==> src/rtl/stage_sequencer.sv <==
// stage_sequencer: one-instruction-at-a-time FE/DC/EX/ME/WB strobe sequencer with
// memory-stall timeout and retired counter. Define SKIP_ME_EN to bypass ME for non-memory ops.
module stage_sequencer #(
  parameter int CNT_W       = 32,
  parameter int MEM_TIMEOUT = 15
) (
  input  logic             clk,
  input  logic             rst_n,
  input  logic             run,
  input  logic             halt_req,
  input  logic             mem_wait,
  input  logic             is_mem,
  output logic             s_fe,
  output logic             s_dc,
  output logic             s_ex,
  output logic             s_me,
  output logic             s_wb,
  output logic             busy,
  output logic             fault,
  output logic [CNT_W-1:0] retired
);

  // A zero timeout still needs a legal (1-bit) counter even though it never counts.
  localparam int WAIT_W = (MEM_TIMEOUT > 0) ? $clog2(MEM_TIMEOUT + 1) : 1;

`ifdef SKIP_ME_EN
  localparam bit SKIP_ME = 1'b1;
`else
  localparam bit SKIP_ME = 1'b0;
`endif

  typedef enum logic [2:0] {IDLE, FE, DC, EX, ME, WB, FAULT} state_t;

  state_t            state;
  state_t            next_state;
  logic [WAIT_W-1:0] wait_cnt;
  logic              is_mem_q;
  logic              stall;
  logic              timeout;

  assign stall   = ((state == FE) || (state == ME)) && mem_wait;
  assign timeout = (MEM_TIMEOUT != 0) && (wait_cnt == WAIT_W'(MEM_TIMEOUT - 1));

  // NOTE: next_state gets a default before the case so no path leaves it unassigned (no latch).
  always_comb begin
    next_state = state;
    case (state)
      IDLE:    if (run) next_state = FE;
      FE:      if (!mem_wait) next_state = DC;
               else if (timeout) next_state = FAULT;
      DC:      next_state = EX;
      EX:      next_state = (SKIP_ME && !is_mem_q) ? WB : ME;
      ME:      if (!mem_wait) next_state = WB;
               else if (timeout) next_state = FAULT;
      WB:      next_state = (halt_req || !run) ? IDLE : FE;
      FAULT:   next_state = FAULT;
      default: next_state = IDLE;
    endcase
  end

  // Outputs are registered from next_state so they always equal a decode of the state register.
  // NOTE: all state here uses non-blocking assignments so every register samples pre-edge values.
  always_ff @(posedge clk) begin
    if (!rst_n) begin
      state    <= IDLE;
      wait_cnt <= '0;
      is_mem_q <= 1'b0;
      retired  <= '0;
      s_fe     <= 1'b0;
      s_dc     <= 1'b0;
      s_ex     <= 1'b0;
      s_me     <= 1'b0;
      s_wb     <= 1'b0;
      busy     <= 1'b0;
      fault    <= 1'b0;
    end else begin
      state <= next_state;

      if (next_state != state)
        wait_cnt <= '0;
      else if (stall && (MEM_TIMEOUT != 0))
        wait_cnt <= wait_cnt + 1'b1;

      if (state == DC) is_mem_q <= is_mem;
      if (state == WB) retired  <= retired + 1'b1;

      s_fe  <= (next_state == FE);
      s_dc  <= (next_state == DC);
      s_ex  <= (next_state == EX);
      s_me  <= (next_state == ME);
      s_wb  <= (next_state == WB);
      busy  <= (next_state inside {FE, DC, EX, ME, WB});
      fault <= (next_state == FAULT);
    end
  end

endmodule
==> config.mk <==
export PLATFORM = sky130hd
export DESIGN_NAME = stage_sequencer
export DESIGN_NICKNAME = d
export VERILOG_FILES = /design/src/rtl/stage_sequencer.sv
export SDC_FILE = /design/constraint.sdc
export NUM_CORES = 1
export LEC_CHECK = 0
export CAP_MARGIN = 25
export CORE_UTILIZATION = 25
export CTS_CLUSTER_SIZE = 12
export DETAILED_ROUTE_END_ITERATION = 8
export MAX_ROUTING_LAYER = met4
export PLACE_DENSITY_LB_ADDON = 0.05
export SLEW_MARGIN = 20
export SYNTH_ARGS = -nofsm -noshare
export SYNTH_HDL_FRONTEND = slang
export SYNTH_SLANG_ARGS = --single-unit
export TNS_END_PERCENT = 20
==> constraint.sdc <==
create_clock -name clk -period 4.2 [get_ports clk]
set_input_delay 0.84 -clock clk [delete_from_list [all_inputs] [get_ports clk]]
set_output_delay 0.84 -clock clk [all_outputs]
set_load 0.01 [all_outputs]
* After elaboration in Yosys (flattened, before gate mapping)
Index checks and enable logic that the tools add are counted.
** Operators by class
- Add/sub/neg operators :: 2
- Eq/ne operators :: 14
- Multiplexer cells :: 6
- Bitwise gates (word level) :: 1
- Reduce and logical (&&, ||, !) cells :: 7
** Operator list (number)
- 32-bit by 1-bit adder with 32-bit output (second input constant) :: 1
- 3-bit one-hot mux with 7 select lines :: 1
- 3-bit == test (second input constant) :: 6
- 3-bit by 2-bit == test with 1-bit output (second input constant) :: 4
- 3-bit two-way mux :: 4
- 3-bit by 1-bit == test with 1-bit output (second input constant) :: 2
- 5-bit nonzero test :: 1
- 4-bit by 1-bit adder with 4-bit output (second input constant) :: 1
- 4-bit == test (second input constant) :: 1
- 3-bit zero test :: 1
- 3-bit != test :: 1
- 1-bit logical OR :: 2
- 2-bit OR reduction :: 1
- 1-bit logical AND :: 1
- 1-bit zero test :: 1
- 1-bit two-way mux :: 1
- 1-bit NOT :: 1
** Storage, ports and cells
- Bits in registers :: 46
- Input port bits :: 6
- Output and inout port bits :: 39
- Word-level logic and storage cells :: 40

* Logic depth before layout (Yosys ltp)
- Word-level depth :: 6
- Depth in mapped cells :: 7
- Depth with buffers taken out :: 6

* Worst setup path before layout
No wires, ideal clock.
- Path kind :: register -> register
- Start point :: reg retired[12]
- End point :: reg retired[26]
- Setup time :: 72 ps
- Data arrival time :: 1839 ps
- Required time :: 4128 ps
- Path slack :: 2289 ps
- Cell stages (with the launch flop) :: 7
- Path buffers :: 2
- Clock period less this slack :: 1911 ps
- Path through :: dfxtp_1 -> nand4_1 -> or4_1 -> buf_2 -> buf_2 -> nor4_2 -> mux2i_1
** On the way
- Cells in the longest elaborated chain, start to end :: 1
** RTL lines
- start, declared :: line 20 : output logic [CNT_W-1:0] retired
- start signal, assigned :: line 85 : if (state == WB) retired <= retired + 1'b1;
- 32-bit by 1-bit adder with 32-bit output :: line 85
Every way passes these cells.
A chain may end at the register's enable or synchronous reset.

* Final worst setup path
- Start point :: reg retired[11]
- End point :: reg retired[23]
The elaborated chain is that of the path after synthesis.

==> run summary <==
The run finished with clean final reports. Hold timing on the final database bottoms out at a slack of between 400 and 500 ps. The count of yosys warnings during synthesis came out at 0. After synthesis, the share of cell area in mux cells is approximately 2.2%. The final critical path time including I/O delays and setup is between 2000 and 2500 ps. Of all flip-flops after synthesis, the portion carrying an async set or reset was 0%.

The share of synthesized cell area in and, or, nand and nor gates is 30.78%. The fraction of synthesized cell area taken by the top area cell type is 40.82%. The die boundary width is about 97 um. In the final layout, the share of cells above drive strength 1 is roughly 4.5%. The largest net degree at the start of global routing is 26. On the critical path, the stage with the largest delay is an instance of sky130_fd_sc_hd__or4_1. The number of hold violations in the final report is 0. The cell count after synthesis came out at around 270.

The startpoint of the worst-slack reg-to-reg timing path is retired[11]$_SDFFE_PN0N_. Counting tap cells, the placed design contains a total of 409 instances. The total iterations of the first detailed-routing run is 4. The clock tree skew after final layout is approximately 9.5 ps. Among all cell types in the netlist, the one instantiated most often is sky130_fd_sc_hd__dfxtp_1. Buffers placed on the I/O ports in this run total 43.

The setup slack of the worst register-to-register path is approximately 1900 ps. The startpoint type of the worst setup path is a register. The die covers 9407 um2. The core region is 8721 um2.

The post-CTS resize count came out at 0. The final wirelength is between 5000 and 6000 um. The sequential share of the synthesized area is about two fifths. The cell occurring most often along the worst timing path is sky130_fd_sc_hd__or4_1. The clock-pin transition on the worst setup and hold timing paths came out at about 90 ps. The floorplan has 34 rows. The post-CTS repair timing setup buffer count is 0. The effective utilization at floorplan is around 26%. The final standard cell count with taps included and fillers excluded is between 400 and 500. The first-pass GRT wire length is between 9000 and 10,000 um.

After synthesis the netlist holds a flip-flop and latch count of 46. The total inserted antenna cells is 0. The startpoint identified for the worst hold timing path is retired[31]$_SDFFE_PN0N_. Summing the areas of all compound-gate instances in the mapped netlist gives 16.08% of the synthesized area. The worst setup path is captured at a register. After the first detailed-routing iteration, the DRC count stood at 33. Setup repair after global routing left no endpoint under its margin.

After synthesis the cells add up to between 2000 and 2500 um2. The adder and majority cell fraction of the synthesized area is approximately 1.7%. The tool flagged a number of max-cap violations equal to 0.

The total overflow reported by the global router came out at 0. The clock tree from TritonCTS is yes. The average cell area after synthesis is about 8.4 um2. The maximum fanout along the worst path is 20. For this run, the leading register cell type out of synthesis is sky130_fd_sc_hd__dfxtp_1. The post-cts hold buffer count came out at 0. The count of antenna-violating nets left after detailed routing is 0.

The clock latency of the later-clocked register in the worst-skew pair came out at around 300 ps. The path with the worst hold slack has its endpoint at retired[31]$_SDFFE_PN0N_. The analysis attributes to cell leakage a power of about 0.00094 uW. The overall die height is a little under 100 um.

The maximum resistive drop on vdd came out at around 0.1 mV. The total vias in the final route came out at 2,097. The largest incremental delay on the critical path came out at ~860 ps. By area the synthesized netlist is led by sky130_fd_sc_hd__dfxtp_1, sky130_fd_sc_hd__a21oi_1, sky130_fd_sc_hd__or4_1, sky130_fd_sc_hd__o31ai_1, sky130_fd_sc_hd__nor2_1. In this run, CTS created clock tree buffers numbering 5. The worst flop-to-flop path endpoint is retired[23]$_SDFFE_PN0N_. The path class of the tightest hold or removal check is register to register. The net count after synthesis came out at between 200 and 300. The number of ports placed on the die boundary is between 40 and 50. Summed over all instances, the cell type with the most area after synthesis is sky130_fd_sc_hd__dfxtp_1. The root buffer cell is sky130_fd_sc_hd__clkbuf_8.

Dividing the detail-routed wire length by the instance count gives between 10 and 15 um. The setup path with the least slack is of type register to register. After layout, the worst path uses about 56% of the clock period.

Walking the worst path, the cells encountered are nand4_1 > or4_1 > or4_1 > a21oi_1. The xor and xnor area share after synthesis is 3.882%. The worst pin sits at a relative slew slack of between 40% and 50%.

For the worst setup path, the data arrival time is 2560 ps. The count of pins over their slew limit came out at 0. The half-perimeter wire length after detailed placement is about 3900 um.

The total of endpoints with negative setup slack in the final report came out at 0. The post-detailed-route DRC marker count came out at 0. By area, the combinational part of the netlist is dominated by simple AND/OR/NAND/NOR gates.

The net count of the finished layout is 317. Routability-driven placement finished with a final weighted congestion of between 0.7 and 0.8. For this run, the total global-route usage over all layers was measured as 13.20%. The multi-input combinational cells in the finished layout cover a total of 1232 um2.

The power density of the placed cells is roughly 280 nW/um2. For the pin with the worst max-slew slack, the measured transition is 831.8 ps. The initial antenna violation count came out at 0.

The critical path required time came out at approximately 4400 ps. The setup TNS came out at 0 ps. The maximum clock frequency came out at 428.2 MHz. The number of fill cells is between 900 and 1k.

Counting instances, the worst hold path has a depth of 2. The number of H-tree levels is 2. Ranked by instance count, the synthesized netlist is headed by sky130_fd_sc_hd__dfxtp_1, sky130_fd_sc_hd__a21oi_1, sky130_fd_sc_hd__nor2_1.

The post-synthesis cell type count is 39. The sink count of the clock tree came out at 46. In this run, synthesis inferred 0 flip-flops with an integrated enable. The worst register-to-register path has a depth of 4. The number of global-route vias before repair is just under 2k. The number of vias per cell after detailed routing came out at 5.029. The area used by sequential logic in the layout is a little over 900 um2. The maximum buffer depth of the clock tree came out at 2.

The gate family responsible for the most delay along the worst path is simple AND/OR/NAND/NOR gates. The area growth from synthesis to final layout is 27.73%. The buffering stage count on the worst path with inverters included is 0.
==> how the worst max path moves through the flow <==
stage / startpoint / to / slack [ps] / cells past startpoint
after CTS: retired[9]$_SDFFE_PN0N_ / retired[23]$_SDFFE_PN0N_ / 1850 / 4
after floorplan: retired[12]$_SDFFE_PN0N_ / retired[26]$_SDFFE_PN0N_ / 2290 / 6
final: retired[11]$_SDFFE_PN0N_ / retired[23]$_SDFFE_PN0N_ / 1860 / 4
after detailed placement: rst_n / retired[0]$_SDFFE_PN0N_ / 1620 / 5
after global placement: rst_n / retired[4]$_SDFFE_PN0N_ / 1600 / 5
after global routing: retired[9]$_SDFFE_PN0N_ / retired[23]$_SDFFE_PN0N_ / 1700 / 4
==> kinds of logic (layout without fill, tap and decap cells) <==
| family | count (synthesis) | in the layout |
|---|---|---|
| xor+xnor | 10 | 10 |
| flops | 46 | 46 |
| simple gates | 121 | 121 |
| mux | 5 | 5 |
| fa+ha+maj | 3 | 3 |
| buf+inv | 26 | 66 |
| compound gates | 58 | 58 |
==> final cells by class <==
type	count	share of cell area (%)
multi-input combinational	197	42.77
sequential	46	31.96
timing repair buffer	47	15.98
tap	108	4.690
clock buffer	7	2.996
inverter	11	1.433
clock inverter	1	0.1737
==> through the flow <==
| stage | setup slack, ps | util (%) | power (uW) | area [um2] |
|---|---|---|---|---|
| CTS | 1847 | 33.04 | 819.7 | 2882 |
| global route | 1701 | 33.04 | 844.7 | 2882 |
| detailed placement | 1616 | 31.99 | 524.7 | 2790 |
| finish | 1865 | 33.04 | 800.5 | 2882 |
| global placement | 1596 | 31.99 | 525.8 | 2790 |
| floorplan | 2289 | - | 501.1 | 2256 |
==> placed cells by master (no fill, tap or decap), drive strengths merged, types with 8 or more instances in the layout <==
master	Yosys	routed
nand4	9	9
dfxtp	46	46
a21oi	24	24
inv	11	11
or4	15	15
nand3	14	14
or3	8	8
o21ai	9	9
nand2b	8	8
nor2	21	21
clkdlybuf4s50	0	43
nand2	18	18
o31ai	11	11
==> tightest hold or removal path, cell delays in order, from the launching register on <==
cell and delay [ps]:
sky130_fd_sc_hd__dfxtp_1 330, sky130_fd_sc_hd__nand2_1 50, sky130_fd_sc_hd__mux2i_1 50
==> flip-flops by register name, indices dropped and copies added, names as in the netlist <==
name and count:
retired 32, s_ex 1, s_fe 1, state 3, s_wb 1, s_dc 1
fault 1, wait_cnt 4, s_me 1, busy 1
==> report_power, final <==
group | internal, uW | switching (uW)
Sequential | 443 | 10.8
Clock | 133 | 154
Combinational | 27.8 | 32.0
Total | 604 | 197
==> routing by layer <==
layer	track usage, %	routed length [um]
met1	17.31	2907
met3	2.673	169
met2	20.21	2560
met4	4.478	69
met5	-	0
Note: power is estimated with default switching activity, not from simulation.
